`src/rtl/gray_seq_pkg.sv`:
```
// Shared types and helpers for the Gray-code sequencer.
package gray_seq_pkg;

   localparam int unsigned DefaultW = 4;

   typedef enum logic [1:0] {
      StIdle,
      StRun,
      StDone
   } state_e;

   // Binary to Gray on a 32-bit container; callers zero-extend narrower codes.
   function automatic logic [31:0] bin2gray(input logic [31:0] b);
      return b ^ (b >> 1);
   endfunction

   // Gray to binary on a 32-bit container; zero-extended input gives zero-extended output.
   function automatic logic [31:0] gray2bin(input logic [31:0] g);
      logic [31:0] b;
      b[31] = g[31];
      for (int i = 30; i >= 0; i--) begin
         b[i] = b[i+1] ^ g[i];
      end
      return b;
   endfunction

endpackage

```
`src/rtl/b2g_conv.sv`:
```
// Purely combinational W-bit binary-to-Gray converter.
module b2g_conv
   import gray_seq_pkg::*;
#(
   parameter int unsigned W = DefaultW
) (
   input  logic [W-1:0] bin_i,
   output logic [W-1:0] gray_o
);

   assign gray_o = bin_i ^ (bin_i >> 1);

endmodule

```
`src/rtl/gray_seq_ctrl.sv`:
```
// Autonomous Gray-code sequencer: walks a modular binary range and streams
// binary/Gray pairs over valid/ready. Optional self-check output chk_err is
// built only when GRAY_CHECK_EN is defined.
module gray_seq_ctrl
   import gray_seq_pkg::*;
#(
   parameter int unsigned W     = DefaultW,
   parameter int unsigned CNT_W = W + 1
) (
   input  logic             clk,
   input  logic             rst_n,
   input  logic             start,
   input  logic             abort,
   input  logic             dir,
   input  logic [W-1:0]     start_val,
   input  logic [W-1:0]     end_val,
   input  logic             out_ready,
   output logic             out_valid,
   output logic [W-1:0]     bin_out,
   output logic [W-1:0]     gray_out,
   output logic             busy,
   output logic             done,
   output logic             wrap,
   output logic [CNT_W-1:0] emit_cnt
`ifdef GRAY_CHECK_EN
   ,
   output logic             chk_err
`endif
);

   state_e           state_q, state_d;
   logic [W-1:0]     bin_q, bin_d;
   logic [W-1:0]     gray_q, gray_d;
   logic [W-1:0]     end_q, end_d;
   logic             dir_q, dir_d;
   logic             wrap_q, wrap_d;
   logic [CNT_W-1:0] cnt_q, cnt_d;
   logic             xfer;
   logic             load;

   // Gray is derived from the next binary code so both land in the same register stage.
   b2g_conv #(
      .W(W)
   ) u_b2g (
      .bin_i (bin_d),
      .gray_o(gray_d)
   );

   // abort suppresses both a start and a transfer in the same cycle
   assign xfer = (state_q == StRun) && out_ready && !abort;
   assign load = (state_q == StIdle) && start && !abort;

   // Next-state, code stepping, wrap detection and transfer counting.
   always_comb begin
      state_d = state_q;
      bin_d   = bin_q;
      end_d   = end_q;
      dir_d   = dir_q;
      cnt_d   = cnt_q;
      wrap_d  = 1'b0;
      unique case (state_q)
         StIdle: begin
            if (load) begin
               dir_d   = dir;
               end_d   = end_val;
               bin_d   = start_val;
               cnt_d   = '0;
               state_d = StRun;
            end
         end
         StRun: begin
            if (abort) begin
               state_d = StIdle;
            end else if (xfer) begin
               if (cnt_q != {CNT_W{1'b1}}) begin
                  cnt_d = cnt_q + 1'b1;
               end
               if (bin_q == end_q) begin
                  state_d = StDone;
               end else if (dir_q) begin
                  bin_d  = bin_q - 1'b1;
                  wrap_d = (bin_q == '0);
               end else begin
                  bin_d  = bin_q + 1'b1;
                  wrap_d = (bin_q == {W{1'b1}});
               end
            end
         end
         StDone: begin
            state_d = StIdle;
         end
         default: begin
            state_d = StIdle;
         end
      endcase
   end

   // State and datapath registers.
   always_ff @(posedge clk or negedge rst_n) begin
      if (!rst_n) begin
         state_q <= StIdle;
         bin_q   <= '0;
         gray_q  <= '0;
         end_q   <= '0;
         dir_q   <= 1'b0;
         wrap_q  <= 1'b0;
         cnt_q   <= '0;
      end else begin
         state_q <= state_d;
         bin_q   <= bin_d;
         gray_q  <= gray_d;
         end_q   <= end_d;
         dir_q   <= dir_d;
         wrap_q  <= wrap_d;
         cnt_q   <= cnt_d;
      end
   end

   assign out_valid = (state_q == StRun);
   assign busy      = (state_q == StRun);
   assign done      = (state_q == StDone);
   assign wrap      = wrap_q;
   assign bin_out   = bin_q;
   assign gray_out  = gray_q;
   assign emit_cnt  = cnt_q;

`ifdef GRAY_CHECK_EN
   logic         chk_err_q, chk_err_d;
   logic         first_q, first_d;
   logic [W-1:0] prev_q, prev_d;
   logic [31:0]  g2b;

   // Per-transfer coherence and single-bit-step check; sticky until the next start.
   always_comb begin
      chk_err_d = chk_err_q;
      first_d   = first_q;
      prev_d    = prev_q;
      g2b       = gray2bin(32'(gray_q));
      if (load) begin
         chk_err_d = 1'b0;
         first_d   = 1'b1;
      end else if (xfer) begin
         if (g2b != 32'(bin_q)) begin
            chk_err_d = 1'b1;
         end
         if (!first_q && ($countones(gray_q ^ prev_q) != 1)) begin
            chk_err_d = 1'b1;
         end
         prev_d  = gray_q;
         first_d = 1'b0;
      end
   end

   // Checker registers.
   always_ff @(posedge clk or negedge rst_n) begin
      if (!rst_n) begin
         chk_err_q <= 1'b0;
         first_q   <= 1'b1;
         prev_q    <= '0;
      end else begin
         chk_err_q <= chk_err_d;
         first_q   <= first_d;
         prev_q    <= prev_d;
      end
   end

   assign chk_err = chk_err_q;
`endif

endmodule
```
`config.mk`:
```
export PLATFORM = sky130hd
export DESIGN_NAME = gray_seq_ctrl
export DESIGN_NICKNAME = d
export VERILOG_FILES = /design/src/rtl/gray_seq_pkg.sv /design/src/rtl/b2g_conv.sv /design/src/rtl/gray_seq_ctrl.sv
export SDC_FILE = /design/constraint.sdc
export NUM_CORES = 1
export LEC_CHECK = 0
export ABC_AREA = 1
export CORE_MARGIN = 3
export CORE_UTILIZATION = 41
export CTS_BUF_LIST = sky130_fd_sc_hd__clkbuf_2 sky130_fd_sc_hd__clkbuf_4 sky130_fd_sc_hd__clkbuf_8
export CTS_CLUSTER_SIZE = 24
export DETAILED_ROUTE_END_ITERATION = 12
export HOLD_SLACK_MARGIN = 0.02
export PLACE_DENSITY = 0.81
export REMOVE_ABC_BUFFERS = 1
export SYNTH_ARGS = -nofsm -noshare
export SYNTH_HDL_FRONTEND = slang
export SYNTH_SLANG_ARGS = --single-unit
```
`constraint.sdc`:
```
create_clock -name clk -period 1.6 [get_ports clk]
set_clock_uncertainty 0.15 [all_clocks]
set_input_delay 0.32 -clock clk [delete_from_list [all_inputs] [get_ports clk]]
set_output_delay 0.32 -clock clk [all_outputs]
set_load 0.05 [all_outputs]
```
# --- Word level (Yosys, flattened, before mapping) ---
# Index checks and enable logic that the tools add are counted.
totals:
  ff_bits: 21
  latch_bits: 0
  mem_bits_rw: 0
  romBits: 0
  input_bits: 14
  out_inout_bits: 17
  elab_cells: 54
  mem_count: 0
classes:
  add_sub_neg: 3
  multipliers: 0
  n_div: 0
  magnitude_cmp: 0
  eq_ne: 11
  shift: 0
  mux: 21
  bitwise_logic: 1
  reduce_logical: 11
ops:
  columns: ["cell", "n"]
  rows:
  - ["$mux 4", 5]
  - ["$mux 5", 4]
  - ["$pmux 5 s2", 1]
  - ["$mux 2", 4]
  - ["$pmux 4 s2", 1]
  - ["$ne 3x2->1 const B", 2]
  - ["$add 5x1->5 const B", 1]
  - ["$mux 1", 5]
  - ["$ne 5x5->1 const B", 1]
  - ["$reduce_and 5->1", 1]
  - ["$add 4x1->4 const B", 1]
  - ["$eq 4x4->1", 1]
  - ["$eq 4x4->1 const B", 1]
  - ["$logic_and 1x1->1", 4]
  - ["$logic_not 4->1", 1]
  - ["$ne 2x1->1 const B", 2]
  - ["$ne 2x2->1 const B", 2]
  - ["$pmux 2 s2", 1]
  - ["$sub 4x1->4 const B", 1]
  - ["$xor 4x3->4", 1]
  - ["$reduce_and 3->1", 1]
  - ["$eq 2x1->1 const B", 1]
  - ["$eq 2x2->1 const B", 1]
  - ["$logic_not 2->1", 1]
  - ["other kinds (3)", 3]

# --- Longest topological paths before layout ---
# Gate-level depths: netlist of the first run.
logic_depth:
  word_depth: 7
  depth_mapped: 12
  ltp_nobuf: 12

# --- By module ---
# From an unflattened synthesis of the first run, not the netlist that was laid out.
hier_totals:
  cells_unflattened: 166
  area_unflattened_um2: 1238.7
by_module_without_submodules:
  columns: ["module", "instances", "cells_per_inst", "area_each_um2", "seq_area_each_um2"]
  rows:
  - ["gray_seq_ctrl", 1, 152, 1182.4, 525.5]
  - ["b2g_conv", 1, 14, 56.3, 0.0]

# --- Worst setup path after synthesis of the first run ---
# OpenSTA, ideal clock, no wires.
synth_path:
  path_kind: "register to output"
  startpoint: "register state_q[0]"
  endpoint: "output port out_valid"
  arrival_ns: 1.565
  required_ns: 1.130
  setup_slack_ns: -0.435
  stages_incl_launch_ff: 4
  n_path_buf: 1
  cell_sequence: "dfrtp_1 > inv_1 > nor2_1 > buf_4"
synth_via:
  elab_chain_cells: 1
synth_lines:
  columns: ["item", "line", "source"]
  rows:
  - ["from (decl)", "gray_seq_ctrl.sv:31", "state_e state_q, state_d;"]
  - ["from (signal assigned)", "gray_seq_ctrl.sv:101", "state_q <= StIdle;"]
  - ["from (signal assigned)", "gray_seq_ctrl.sv:109", "state_q <= state_d;"]
  - ["$eq 2x1->1", null, null]
  - ["to (decl)", "gray_seq_ctrl.sv:18", "output logic out_valid,"]
# No other way between the ends.

# --- Worst setup path after layout of the first run ---
layout_path:
  startpoint: "register bin_q[0] (netlist: bin_out[0])"
  endpoint: "register gray_q[2] (netlist: gray_out[2])"
layout_via:
  elab_chain_cells: 7
  elab_cells_between_ends: 9
  classes_between: "add/sub: 2; eq/ne: 1; mux: 5; bitwise: 1"
layout_lines:
  columns: ["item", "line", "source"]
  rows:
  - ["from (decl)", "gray_seq_ctrl.sv:32", "logic [W-1:0] bin_q, bin_d;"]
  - ["from (signal assigned)", "gray_seq_ctrl.sv:110", "bin_q <= bin_d;"]
  - ["$add 4x1->4 or $sub 4x1->4 (tied branches)", "gray_seq_ctrl.sv:84, gray_seq_ctrl.sv:81", null]
  - ["$mux 4", "gray_seq_ctrl.sv:80", "end else if (dir_q) begin"]
  - ["$mux 4 (*)", "gray_seq_ctrl.sv:78", "if (bin_q == end_q) begin"]
  - ["$mux 4 (*)", "gray_seq_ctrl.sv:74", "end else if (xfer) begin"]
  - ["$mux 4 (*)", "gray_seq_ctrl.sv:72", "if (abort) begin"]
  - ["$pmux 4 s2 (*)", "gray_seq_ctrl.sv:61", "unique case (state_q)"]
  - ["net bin_d[2]", "gray_seq_ctrl.sv:32", null]
  - ["$xor 4x3->4 (*)", "b2g_conv.sv:11", "assign gray_o = bin_i ^ (bin_i >> 1);"]
  - ["net gray_d[2]", "gray_seq_ctrl.sv:33", "logic [W-1:0] gray_q, gray_d;"]
  - ["to (signal assigned)", "gray_seq_ctrl.sv:111", "gray_q <= gray_d;"]
  - ["to (decl)", "gray_seq_ctrl.sv:33", null]
# The timed path passes the listed nets; every way through them passes the cells marked *.
# A chain may end at the register's enable or synchronous reset.

==> results.cfg, run 1 <==
[finish]
fillers = 167
seqCellArea_um2 = 504
num_antenna_cells = 0
syn_to_final_growth_pct = 78.6
multi_input_area_um2 = 721
design_area_mm2 = 0.00216
drive_above_1_share = 0.471
fin_cells = 258
fin_util = 0.776
fin_nets = 248

[timing]
tightest_slew_ns = 0.269
layout_setup_ws_ns = -0.232
final-max-slew-violation-count = 0
rsz0062_at_grt = true
fin_crit_sh = 1.14
max-slew-margin-rel = 0.821
setup_tns_ns = -1.76
hold_slack_ns = 0.175
min_period_ns = 1.83
hold_viol_final = 0
clock.fmax_ghz = 0.546
finalSetupViolCount = 18

[synthesis]
ys_ff_latch = 20
syn_area_per_cell_um2 = 7.51
netlist_area_mm2 = 0.00121
synth_top_area_cell = dfrtp_1
yosysWarningCount = 0
ys.flop_type = dfrtp_1
ys_top_cells_by_count = nand2_1 (49), inv_1 (21), dfrtp_1 (20), nor2_1 (14), nand3_1 (10)
synth_edf_count = 0
ys_top_cells_by_area = dfrtp_1 (41%), nand2_1 (15%), inv_1 (6.5%), nor2_1 (4.3%), ha_1 (4.1%)
synthDistinctLibCells = 23
yosysMostFrequentCell = nand2_1
ys_async_sr_fraction = 1.00
synth_cells = 161
yosysSeqAreaShare = 0.414
synth_top_area_share = 0.414

[worst_setup_path]
cp_cell_sequence = fa_2 -> xnor2_2 -> nor2_1 -> nand3_1 -> nand2_1 -> inv_2 -> nand3b_1 -> nand2_1 -> nand2_1
critical_path_required_ns = 1.67
worstPathMaxFanout = 3
worstSetupEndpointType = register
cp-start-kind = register
cpMaxStageDelayCell = dfrtp_1
rr_startpoint = bin_out[0]
path_buf_inv = 1
cpPeakStageDelay_ns = 0.44
path_common_cell = nand2_1
path_class = reg2reg
cp_data_arrival_time_ns = 1.91
reg2reg_depth = 9
crit_family = simple AND/OR/NAND/NOR gates
r2r-end = gray_out[2]
reg2reg_slack_ns = -0.23

[global_routing]
grt_pass1_wl_um = 5720
grt-ovfl-total = 0
antenna_found_initial = 0
grt_max_degree = 21
grt_pass1_vias = 1334
grt_usage = 0.216

[pwr]
power_frac_seq = 0.216
p_comb_frac = 0.720
sw_frac_of_total = 0.469
power.share.clock = 0.064
internal_power_w = 0.00208
power.leakage_nw = 1.08
p_per_area_mw_per_mm2 = 1820
ir_drop_v = 0.00167
p_sw_w = 0.00184

[clock_tree]
cts_sinks = 20
clk_pin_slew_ns = 0.11
htreeDepth = 1
clock-root-buffer = clkbuf_4
worstSkewPairLatency_ns = 0.32
cts_tree = built
clock_path_buffers = 2
cts_made_buffers = 3

[placement]
gp_congestion = 0.936
placed_cells = 246
dpl_cell_area_mm2 = 0.00190
place_hpwl_um = 2490
port_buffers = 30

[detailed_routing]
drt_iter0_drc = 37
drcViolationCount = 0
via_per_inst = 5.22
drt_wl_total_um = 3850
wl_per_cell_um = 14.9
vias = 1347
antenna_left = 0
drtPass1Iterations = 4

[die]
io_pins = 31
num_rows = 19
die-area_mm2 = 0.00364
start_util = 0.435
die_x_um = 60.3
core_area_mm2 = 0.00278
fp.dieH_um = 60.3

[outcome]
status = finished, violations left
violations = negative setup slack

[flow_run]
maxCapViolCount = 0

[worst_hold_path]
min_path_type = in2async
==> cells in the final DEF, fill, tap and decap left out, types with 2 or more instances in the layout <==
master / count
inv_1: 14
buf_6: 8
nand4_1: 3
a21oi_1: 6
nor2_4: 5
inv_2: 10
buf_12: 17
clkdlybuf4s50_1: 12
ha_2: 2
a32o_1: 2
dfrtp_1: 17
nand2_2: 8
dfrtp_2: 3
clkbuf_4: 3
nand2_4: 2
inv_4: 2
nor2_2: 6
nand3_1: 5
nand2_1: 43
nand3_2: 6
nor2_1: 7
buf_4: 28
o21ai_0: 5
==> worst max path at each step <==
stage,from,end,slack [ns],cells after the start
6_report,bin_out[0],gray_out[2],-0.23,9
5_1_grt,bin_out[0],gray_out[2],-0.35,13
4_1_cts,bin_out[0],gray_out[2],-0.19,9
3_5_place_dp,abort,emit_cnt[3],-0.35,9
3_3_place_gp,abort,emit_cnt[3],-0.29,9
2_1_floorplan,state_q[0],gray_out[2],-0.96,7
==> kinds of logic after synthesis <==
family	Yosys count	synth area share
adder cells (fa/ha/maj)	5	0.0580
flip-flops	20	0.414
AND/OR/NAND/NOR	88	0.337
AO/OA/AOI/OAI	18	0.0859
buffers and inverters	29	0.0973
XOR/XNOR	1	0.00725
==> layout make-up <==
cell class / count / share of cell area
inverter: 26 / 0.0475
timing repair buffer: 66 / 0.357
clock buffer: 3 / 0.0104
tap: 31 / 0.0180
sequential: 20 / 0.234
multi-input combinational: 112 / 0.334
==> registers in the layout, indices dropped and copies added (netlist names) <==
signal    flops
gray_out      3
dir_q         1
state_q       2
emit_cnt      5
end_q         4
bin_out       4
wrap          1
==> worst register-to-register path, delay by kind of cell (launching register included) <==
family / cells / cell delay [ns]
fa+ha+maj: 1 / 0.42
xor+xnor: 1 / 0.15
flops: 1 / 0.44
buf+inv: 1 / 0.06
simple gates: 6 / 0.51
==> metrics by stage <==
stage,worst slack (ns),total power (W)
floorplan,-0.959,0.00203
global placement,-0.289,0.00320
detailed placement,-0.346,0.00326
CTS,-0.190,0.00375
global route,-0.348,0.00416
finish,-0.232,0.00392
==> metal layers <==
| metal | up-vias | global-route usage | part of all wire |
|---|---|---|---|
| li1 | 644 | - | - |
| met1 | 639 | 0.251 | 0.41 |
| met2 | 55 | 0.353 | 0.50 |
| met3 | 9 | 0.0475 | 0.064 |
| met4 | 0 | 0.142 | 0.028 |
| met5 | - | 0 | 0 |
==> power by group through the flow <==
stage / clock network (W) / registers (W) / logic, W
floorplan: 0 / 0.00128 / 0.000750
global placement: 0 / 0.000822 / 0.00238
detailed placement: 0 / 0.000826 / 0.00244
CTS: 0.000242 / 0.000842 / 0.00266
global route: 0.000280 / 0.000865 / 0.00301
finish: 0.000252 / 0.000848 / 0.00282
==> repair_timing <==
action	CTS	global route
setup endpoints to repair	15	26
pin swaps	10	9
gates resized for setup	31	25
setup buffers	10	3
hold buffers	0	0
Note: power is estimated with default switching activity, not from simulation.
==> run 2, diff against run 1 <==
--- a/config.mk
+++ b/config.mk
@@ -12,8 +12,9 @@
 export CTS_CLUSTER_SIZE = 24
 export DETAILED_ROUTE_END_ITERATION = 12
 export HOLD_SLACK_MARGIN = 0.02
-export PLACE_DENSITY = 0.81
+export PLACE_DENSITY = 0.8
 export REMOVE_ABC_BUFFERS = 1
 export SYNTH_ARGS = -nofsm -noshare
 export SYNTH_HDL_FRONTEND = slang
+export SYNTH_HIERARCHICAL = 1
 export SYNTH_SLANG_ARGS = --single-unit
==> results.cfg, run 2 <==
[outcome]
status = finished, violations left
violations = negative setup slack

[worst_setup_path]
critical_path_required_ns = 1.67
r2r-end = gray_out[3]
cp-start-kind = register
reg2reg_slack_ns = -0.24
worstSetupEndpointType = register
cpPeakStageDelay_ns = 0.46
path_class = reg2reg
rr_startpoint = bin_out[2]
cpMaxStageDelayCell = dfrtp_2
cp_data_arrival_time_ns = 1.92
cp_cell_sequence = buf_6 -> nand2_1 -> nand2_1 -> nor2_2 -> nand2_4 -> nand2_4 -> buf_6 -> nand2_4 -> nand3_2 -> nand3_4 -> buf_4
path_common_cell = nand2_4
worstPathMaxFanout = 6
critPathLaunch = bin_out[2]
reg2reg_depth = 11

[global_routing]
grt_max_degree = 22
grt_pass1_vias = 1494
grt-ovfl-total = 0
grt_usage = 0.248
grt_pass1_wl_um = 6640
antenna_found_initial = 0

[pwr]
p_per_area_mw_per_mm2 = 1930
power_w = 0.00464
power.leakage_nw = 1.18
ir_drop_v = 0.00143

[finish]
fin_nets = 265
drive_above_1_share = 0.563
design_area_mm2 = 0.00240
num_antenna_cells = 0
final_common_cell = nand2_1
largest_register_ffs = 5
final_cell_mix = nand2_1 (39), buf_4 (36), dfrtp_1 (17), buf_12 (17), nand2_2 (14)
fin_util = 0.847
syn_to_final_growth_pct = 93.4

[synthesis]
synth_top_area_share = 0.424
netlist_area_mm2 = 0.00124
ys_top_cells_by_area = dfrtp_1 (42%), nand2_1 (16%), nand3_1 (7.7%), inv_1 (6.7%), ha_1 (4.0%)
ys.flop_type = dfrtp_1
yosysWarningCount = 6
synth_top_area_cell = dfrtp_1
yosysMostFrequentCell = nand2_1
ys_async_sr_fraction = 1.00
synthDistinctLibCells = 21
synth_edf_count = 0
ys_ff_latch = 21
syn_area_per_cell_um2 = 7.46
yosysSeqAreaShare = 0.424
synth_cells = 166
ys_top_cells_by_count = nand2_1 (54), inv_1 (22), dfrtp_1 (21), nand3_1 (19), nor2_1 (11)

[timing]
layout_setup_ws_ns = -0.245
fin_crit_sh = 1.15
tightest_slew_ns = 0.280
rsz0062_at_grt = true
finalSetupViolCount = 21
clock.fmax_ghz = 0.542
setup_tns_ns = -2.28
final-max-slew-violation-count = 0
max-slew-margin-rel = 0.813
min_period_ns = 1.84
hold_viol_final = 0

[die]
io_pins = 31
core_area_mm2 = 0.00283
die-area_mm2 = 0.00372
die_x_um = 61.0
num_rows = 19
fp.dieH_um = 61.0
start_util = 0.438

[detailed_routing]
met2WireLength_um = 2680
drcViolationCount = 0
top_layer_used = met4
drt_iter0_drc = 85
m1WireLength_um = 2160
antenna_left = 0
vias = 1524
drtPass1Iterations = 4
dr_wl_met3_um = 340
drt_wl_total_um = 5400
via_per_inst = 5.52
wl_per_cell_um = 19.5

[clock_tree]
cts_made_buffers = 3
cts_sinks = 21
worstSkewPairLatency_ns = 0.33
clock_path_buffers = 2
htreeDepth = 1
cts_tree = built
clk_pin_slew_ns = 0.13
clock-root-buffer = clkbuf_4

[placement]
port_buffers = 30
gp_congestion = 0.890
dpl_cell_area_mm2 = 0.00198
place_hpwl_um = 2540

[worst_hold_path]
min_path_type = in2async

[flow_run]
maxCapViolCount = 0
==> run 2: final cells by class <==
| class | count | area [um2] |
|---|---|---|
| Multi-Input combinational cell | 116 | 816 |
| Clock inverter | 1 | 5.00 |
| Clock buffer | 3 | 22.5 |
| Inverter | 26 | 105 |
| Timing Repair Buffer | 78 | 878 |
| Fill cell | 132 | 433 |
| Tap cell | 31 | 38.8 |
| Sequential cell | 21 | 531 |
==> run 2: where the power goes <==
| group | internal, W | switching, W | total [W] |
|---|---|---|---|
| Clock | 0.0000938 | 0.000181 | 0.000275 |
| Combinational | 0.00163 | 0.00180 | 0.00343 |
| Sequential | 0.000710 | 0.000224 | 0.000934 |
| Total | 0.00243 | 0.00220 | 0.00464 |
==> run 2: what timing repair did <==
item	4_1_cts	5_1_grt
setup buffers	10	5
gates resized for setup	36	44
pin swaps	13	17
hold buffers	0	0
gates cloned	0	0
endpoints found under the setup margin	16	26
==> run 2: cell families after synthesis <==
kind of cell    synth area share
compound gates            0.0545
xor+xnor                  0.0212
fa+ha+maj                 0.0566
buf+inv                   0.0949
flops                      0.424
simple gates               0.348
==> run 2: how the worst max path moves through the flow <==
stage,to,slack [ns]
after floorplan,gray_out[2],-0.41
final,gray_out[3],-0.24
after global placement,gray_out[0],-0.35
after detailed placement,gray_out[0],-0.38
after CTS,busy,-0.16
after global routing,gray_out[2],-0.32
==> run 2: critical path: cells and delay by family (launching register included) <==
kind          cells  cell delay (ns)
simple gates      8             0.72
buf+inv           3             0.42
flops             1             0.46
==> run 2: per-layer routing <==
| layer | GRT usage | vias up |
|---|---|---|
| met2 | 0.427 | 87 |
| met1 | 0.294 | 744 |
| li1 | - | 669 |
| met5 | 0 | - |
| met4 | 0.105 | 0 |
| met3 | 0.0574 | 24 |
==> run 2: per-stage QoR <==
| stage | worst slack [ns] | instances | hold slack [ns] |
|---|---|---|---|
| floorplan | -0.407 | 163 | -0.126 |
| global placement | -0.348 | 257 | 0.400 |
| CTS | -0.159 | 271 | 0.180 |
| global route | -0.321 | 276 | 0.187 |
| detailed placement | -0.384 | 257 | 0.407 |
| finish | -0.245 | 276 | 0.174 |
==> run 3, diff against run 2 <==
--- a/config.mk
+++ b/config.mk
@@ -14,6 +14,7 @@
 export HOLD_SLACK_MARGIN = 0.02
 export PLACE_DENSITY = 0.8
 export REMOVE_ABC_BUFFERS = 1
+export SLEW_MARGIN = 10
 export SYNTH_ARGS = -nofsm -noshare
 export SYNTH_HDL_FRONTEND = slang
 export SYNTH_HIERARCHICAL = 1
==> results of run 3 <==
Same layout as run 2: the final DEF is identical, and so are final timing and power.
